[src/rtl/ysyx_24070014_lsu.sv]
// Load/store unit for the ysyx_24070014 core.
// Runs a single valid/ready transaction to a 32-bit word-addressed data memory.
// It formats store lanes and strobes, and returns aligned, extended load data.
// Illegal requests are answered directly from IDLE without touching memory.
module ysyx_24070014_lsu #(
    parameter int ADDR_LEN = 32,
    parameter int DATA_LEN = 32
) (
    input  logic                clk,
    input  logic                reset,
    input  logic                req_valid,
    output logic                req_ready,
    input  logic                req_write,
    input  logic [2:0]          req_funct3,
    input  logic [ADDR_LEN-1:0] req_addr,
    input  logic [DATA_LEN-1:0] req_wdata,
    output logic                resp_valid,
    output logic [DATA_LEN-1:0] resp_rdata,
    output logic                resp_err,
    output logic                mem_req_valid,
    input  logic                mem_req_ready,
    output logic                mem_we,
    output logic [ADDR_LEN-1:0] mem_addr,
    output logic [DATA_LEN-1:0] mem_wdata,
    output logic [3:0]          mem_wstrb,
    input  logic                mem_resp_valid,
    input  logic [DATA_LEN-1:0] mem_rdata,
    input  logic                mem_resp_err
);

    typedef enum logic [1:0] {IDLE, REQ, WAIT, RESP} state_e;

    state_e                state_q, state_d;
    logic                  write_q, write_d;
    logic [2:0]            funct3_q, funct3_d;
    logic [ADDR_LEN-1:0]   addr_q, addr_d;
    logic [DATA_LEN-1:0]   wdata_q, wdata_d;
    logic [DATA_LEN-1:0]   rdata_q, rdata_d;
    logic                  err_q, err_d;

    // funct3[1:0] encodes size (00 byte, 01 half, 10 word); bit 2 marks unsigned loads.
    function automatic logic is_illegal(input logic wr, input logic [2:0] f3, input logic [1:0] off);
        logic bad_f3;
        logic misaligned;
        bad_f3     = (f3[1:0] == 2'b11) || (f3[2] && (wr || f3[1]));
        misaligned = ((f3[1:0] == 2'b01) && off[0]) ||
                     ((f3[1:0] == 2'b10) && (off != 2'b00));
        return bad_f3 || misaligned;
    endfunction

    // Bring the addressed lane down to bit 0, then sign- or zero-extend by size.
    function automatic logic [31:0] load_fmt(input logic [2:0] f3, input logic [1:0] off,
                                             input logic [31:0] word);
        logic [31:0] sh;
        sh = word >> {off, 3'b000};
        case (f3)
            3'b000:  return {{24{sh[7]}}, sh[7:0]};
            3'b001:  return {{16{sh[15]}}, sh[15:0]};
            3'b100:  return {24'd0, sh[7:0]};
            3'b101:  return {16'd0, sh[15:0]};
            default: return sh;
        endcase
    endfunction

    // Memory-side outputs come straight from the latched request, so they stay stable until the handshake.
    always_comb begin
        mem_req_valid = (state_q == REQ);
        mem_we        = write_q;
        mem_addr      = {addr_q[ADDR_LEN-1:2], 2'b00};
        mem_wstrb     = 4'b0000;
        mem_wdata     = wdata_q;
        if (write_q) begin
            case (funct3_q[1:0])
                2'b00: begin
                    mem_wstrb = 4'b0001 << addr_q[1:0];
                    mem_wdata = {4{wdata_q[7:0]}};
                end
                2'b01: begin
                    mem_wstrb = addr_q[1] ? 4'b1100 : 4'b0011;
                    mem_wdata = {2{wdata_q[15:0]}};
                end
                default: mem_wstrb = 4'b1111;
            endcase
        end
        req_ready  = (state_q == IDLE);
        resp_valid = (state_q == RESP);
        resp_rdata = rdata_q;
        resp_err   = err_q;
    end

    // Next-state and latch logic for the IDLE -> REQ -> WAIT -> RESP transaction.
    always_comb begin
        state_d  = state_q;
        write_d  = write_q;
        funct3_d = funct3_q;
        addr_d   = addr_q;
        wdata_d  = wdata_q;
        rdata_d  = rdata_q;
        err_d    = err_q;
        case (state_q)
            IDLE: begin
                if (req_valid) begin
                    write_d  = req_write;
                    funct3_d = req_funct3;
                    addr_d   = req_addr;
                    wdata_d  = req_wdata;
                    if (is_illegal(req_write, req_funct3, req_addr[1:0])) begin
                        rdata_d = '0;
                        err_d   = 1'b1;
                        state_d = RESP;
                    end else begin
                        state_d = REQ;
                    end
                end
            end
            REQ: begin
                if (mem_req_ready) state_d = WAIT;
            end
            WAIT: begin
                if (mem_resp_valid) begin
                    err_d   = mem_resp_err;
                    rdata_d = (mem_resp_err || write_q) ? '0
                            : load_fmt(funct3_q, addr_q[1:0], mem_rdata);
                    state_d = RESP;
                end
            end
            RESP:    state_d = IDLE;
            default: state_d = IDLE;
        endcase
    end

    // State and latched request fields; reset abandons any outstanding access.
    always_ff @(posedge clk or negedge reset) begin
        if (!reset) begin
            state_q  <= IDLE;
            write_q  <= 1'b0;
            funct3_q <= 3'b000;
            addr_q   <= '0;
            wdata_q  <= '0;
            rdata_q  <= '0;
            err_q    <= 1'b0;
        end else begin
            state_q  <= state_d;
            write_q  <= write_d;
            funct3_q <= funct3_d;
            addr_q   <= addr_d;
            wdata_q  <= wdata_d;
            rdata_q  <= rdata_d;
            err_q    <= err_d;
        end
    end

endmodule

[config.mk]
export PLATFORM = sky130hd
export DESIGN_NAME = ysyx_24070014_lsu
export DESIGN_NICKNAME = d
export VERILOG_FILES = /design/src/rtl/ysyx_24070014_lsu.sv
export SDC_FILE = /design/constraint.sdc
export NUM_CORES = 1
export LEC_CHECK = 0
export BUFFER_PORTS_ARGS = -buffer_cell sky130_fd_sc_hd__buf_4
export CORE_ASPECT_RATIO = 1.2
export CORE_MARGIN = 2
export CORE_UTILIZATION = 40
export DETAILED_ROUTE_END_ITERATION = 12
export GPL_ROUTABILITY_DRIVEN = 1
export PLACE_DENSITY = 0.71
export RECOVER_POWER = 25
export SKIP_CTS_REPAIR_TIMING = 1
export SYNTH_ARGS = -nofsm -noshare
export SYNTH_HDL_FRONTEND = slang
export SYNTH_SLANG_ARGS = --single-unit
[constraint.sdc]
create_clock -name clk -period 1.95 [get_ports clk]
set_clock_uncertainty 0.05 [all_clocks]
set_input_delay 0.0975 -clock clk [delete_from_list [all_inputs] [get_ports clk]]
set_output_delay 0.0975 -clock clk [all_outputs]
set_load 0.05 [all_outputs]
==> results by group <==
Placement
  – Final RePlAce weighted congestion: 0.856
  – Placed inst area: 6860 um2
  – Post-DP HPWL: 10,400 um
  – Port Buf Inserts: 208

Global route
  – Vias in the first global route: 4,170
  – Largest net degree at the start of global routing: 104
  – Top Usage Layer GRT: met2
  – Met2 usage: 0.337
  – Met1 Resource Use GR: 0.223
  – Congestion Overflow GR: 0
  – Global-route wire length before repair: 21,400 um
  – GRT Overall Usage: 0.196
  – Initial antenna violation count: 0
  – Met3 Usage GRT: 0.0749

Yosys
  – Area leader, netlist: dfrtp_1
  – Top cells by area, synth: dfrtp_1 (49%), mux2_2 (18%), buf_4 (5.7%)
  – FF+latch count, synth: 103
  – Yosys warns: 0
  – Synthesized cell area: 5310 um2
  – Synth Area per Inst: 11.9 um2
  – Yosys top cell area share: 0.486
  – Mapped Cells: 445
  – Post-synth cell types: 36
  – Sequential share of the synthesized area: 0.486
  – Number of synthesized flops with an enable pin: 0
  – Cell with the most instances after synthesis: dfrtp_1
  – Top_reg_cell synth: dfrtp_1
  – Asr flop ratio synth: 1.00
  – Top post-synthesis cells by count: dfrtp_1 (103), mux2_2 (86), buf_4 (40)

Status
  – Status: complete, no violations

Route
  – Final WL: 15,100 um
  – DRC viols: 0
  – Post-DRT Antenna Nets: 0
  – Drt wl/cell: 17.6 um
  – Via count: 4,317
  – Iter 0 DRT Violations: 218
  – Vias per inst: 5.04
  – DR pass1 iterations: 4

CTS
  – Clk sink count: 103
  – Clock Latency Late Sink: 350 ps
  – CTS buffer count: 9
  – H-tree depth: 3
  – CTS Root Cell: clkbuf_16
  – CTS Buffer Depth: 2
  – CTS tree: yes
  – Clock transition at path regs: 80 ps

Critical path
  – Startpoint types: flop
  – Reg2Reg Setup Slack: 100 ps
  – Crit Reg-Reg Endpoint: resp_rdata[21]
  – Worst setup path endpoint: mem_wdata[21]
  – Critical path required time: 1800 ps
  – FF-to-FF Start: state_q[0]
  – Cells on worst reg2reg path: 7
  – Crit path max fanout: 20
  – Crit path kind: flop to output pin
  – Worst Setup End Kind: output pin
  – Critical path data arrival time: 1750 ps
  – Setup crit start: mem_we

Min path
  – Hold crit path type: input port to flop
  – Hold Startpoint: mem_rdata[29]

Power
  – Pwr per Cell Area: 2030 nW/um2
  – Psw: 0.00811 W
  – P_int: 0.00786 W
  – Comb power frac: 0.641
  – Lkg Pwr: 3.77 nW
  – Max IR drop VDD: 1640 uV
  – Sw Ratio: 0.508
  – Power share of the sequential group: 0.242
  – Clk pwr share: 0.117

Die
  – I/O pin count: 211
  – FP Rows: 46
  – CORE AREA: 13,100 um2
  – Die width: 109 um
  – Die H: 130 um
  – Die area: 14,200 um2
  – Starting Density: 0.406

Timing
  – Period minus WS final: 1890 ps
  – F_max: 0.528 GHz
  – Tcrit/Tclk final: 0.972
  – Setup TNS: 0 ps
  – Final setup fails: 0
  – Slew margin rel.: 0.101
  – Actual slew at the worst max-slew pin: 1350 ps
  – Max-slew violations: 0
  – Hold Vio Cnt, Final: 0

Layout
  – Ant diodes: 0
  – Synth-to-layout area growth: 48.4%
  – Fin area: 7870 um2
  – Post-layout net count: 794
  – Share of cells above drive strength 1: 0.500

Flow run
  – Max-cap check violation count: 0
-- sequential cells by signal, indices dropped and copies added, names as in the netlist --
name,flops
addr_q,32
resp_rdata,32
wdata_q,32
funct3_q,3
state_q,2
mem_we,1
resp_err,1
-- metrics by stage --
step | cells | hold slack, ps | total power [W] | utilization | setup slack, ps
floorplan | 446 | -248 | 0.0115 | - | -118
detailed placement | 770 | 170 | 0.0139 | 0.525 | 62.5
CTS | 786 | -205 | 0.0158 | 0.548 | -104
global route | 856 | 49.9 | 0.0168 | 0.602 | -11.7
finish | 856 | 49.1 | 0.0160 | 0.602 | 55.0
global placement | 770 | 160 | 0.0138 | 0.525 | 101
-- cell usage in the layout (no fill, tap or decap), types with 3 or more instances in the layout --
master,instances
dfrtp_1,101
a22o_1,25
buf_12,4
o21ai_1,6
nor2b_1,11
dlygate4sd3_1,69
inv_1,4
nand2_1,31
ha_1,3
mux2_2,86
nor2_1,6
o21ai_0,19
a2bb2oi_1,7
a211o_1,7
clkbuf_16,9
o21a_1,4
a32o_1,7
a21oi_1,4
mux2i_1,25
buf_4,220
nand2b_1,4
-- final cells by class --
class | count | area (um2)
fill | 1066 | 5190
multi-input combinational | 269 | 2310
clock inverter | 7 | 80.1
inverter | 5 | 18.8
tap | 168 | 210
timing repair buffer | 295 | 2440
sequential | 103 | 2580
clock buffer | 9 | 225
-- routing by layer --
metal / share of wire / routed length [um] / up-vias
met5: 0 / 0 / -
met4: 0.016 / 236 / 0
met3: 0.085 / 1280 / 16
met2: 0.52 / 7790 / 179
met1: 0.38 / 5790 / 2100
li1: - / - / 2022
-- worst max-delay path, cell delays in order (launching register included) --
cell and delay [ps]:
dfrtp_2 480, nand2b_1 120, buf_6 210, mux2_2 380
buf_4 190
-- cell families after synthesis --
logic type                 synth area share
and+or+nand+nor                      0.0571
adders and majority gates            0.0118
DFF                                   0.486
muxes                                 0.234
AOI/OAI and AO/OA                     0.124
xor gates and xnor gates            0.00165
buffers and inverters                0.0847
other                              0.000707
-- power groups by stage --
| stage | Combinational [W] | Sequential (W) | Clock, W |
|---|---|---|---|
| finish | 0.0102 | 0.00386 | 0.00188 |
| global route | 0.0108 | 0.00399 | 0.00201 |
| CTS | 0.0101 | 0.00383 | 0.00192 |
| detailed placement | 0.0101 | 0.00388 | 0 |
| global placement | 0.00993 | 0.00382 | 0 |
| floorplan | 0.00698 | 0.00452 | 0 |
-- how the worst min path moves through the flow --
stage	end	slack [ps]	cells after the start
floorplan	addr_q[0]	-250	0
global placement	addr_q[5]	160	2
detailed placement	resp_rdata[21]	170	2
CTS	resp_rdata[21]	-210	2
global route	resp_err	50	3
finish	resp_rdata[29]	50	4
Power figures use the tool's default switching activity.
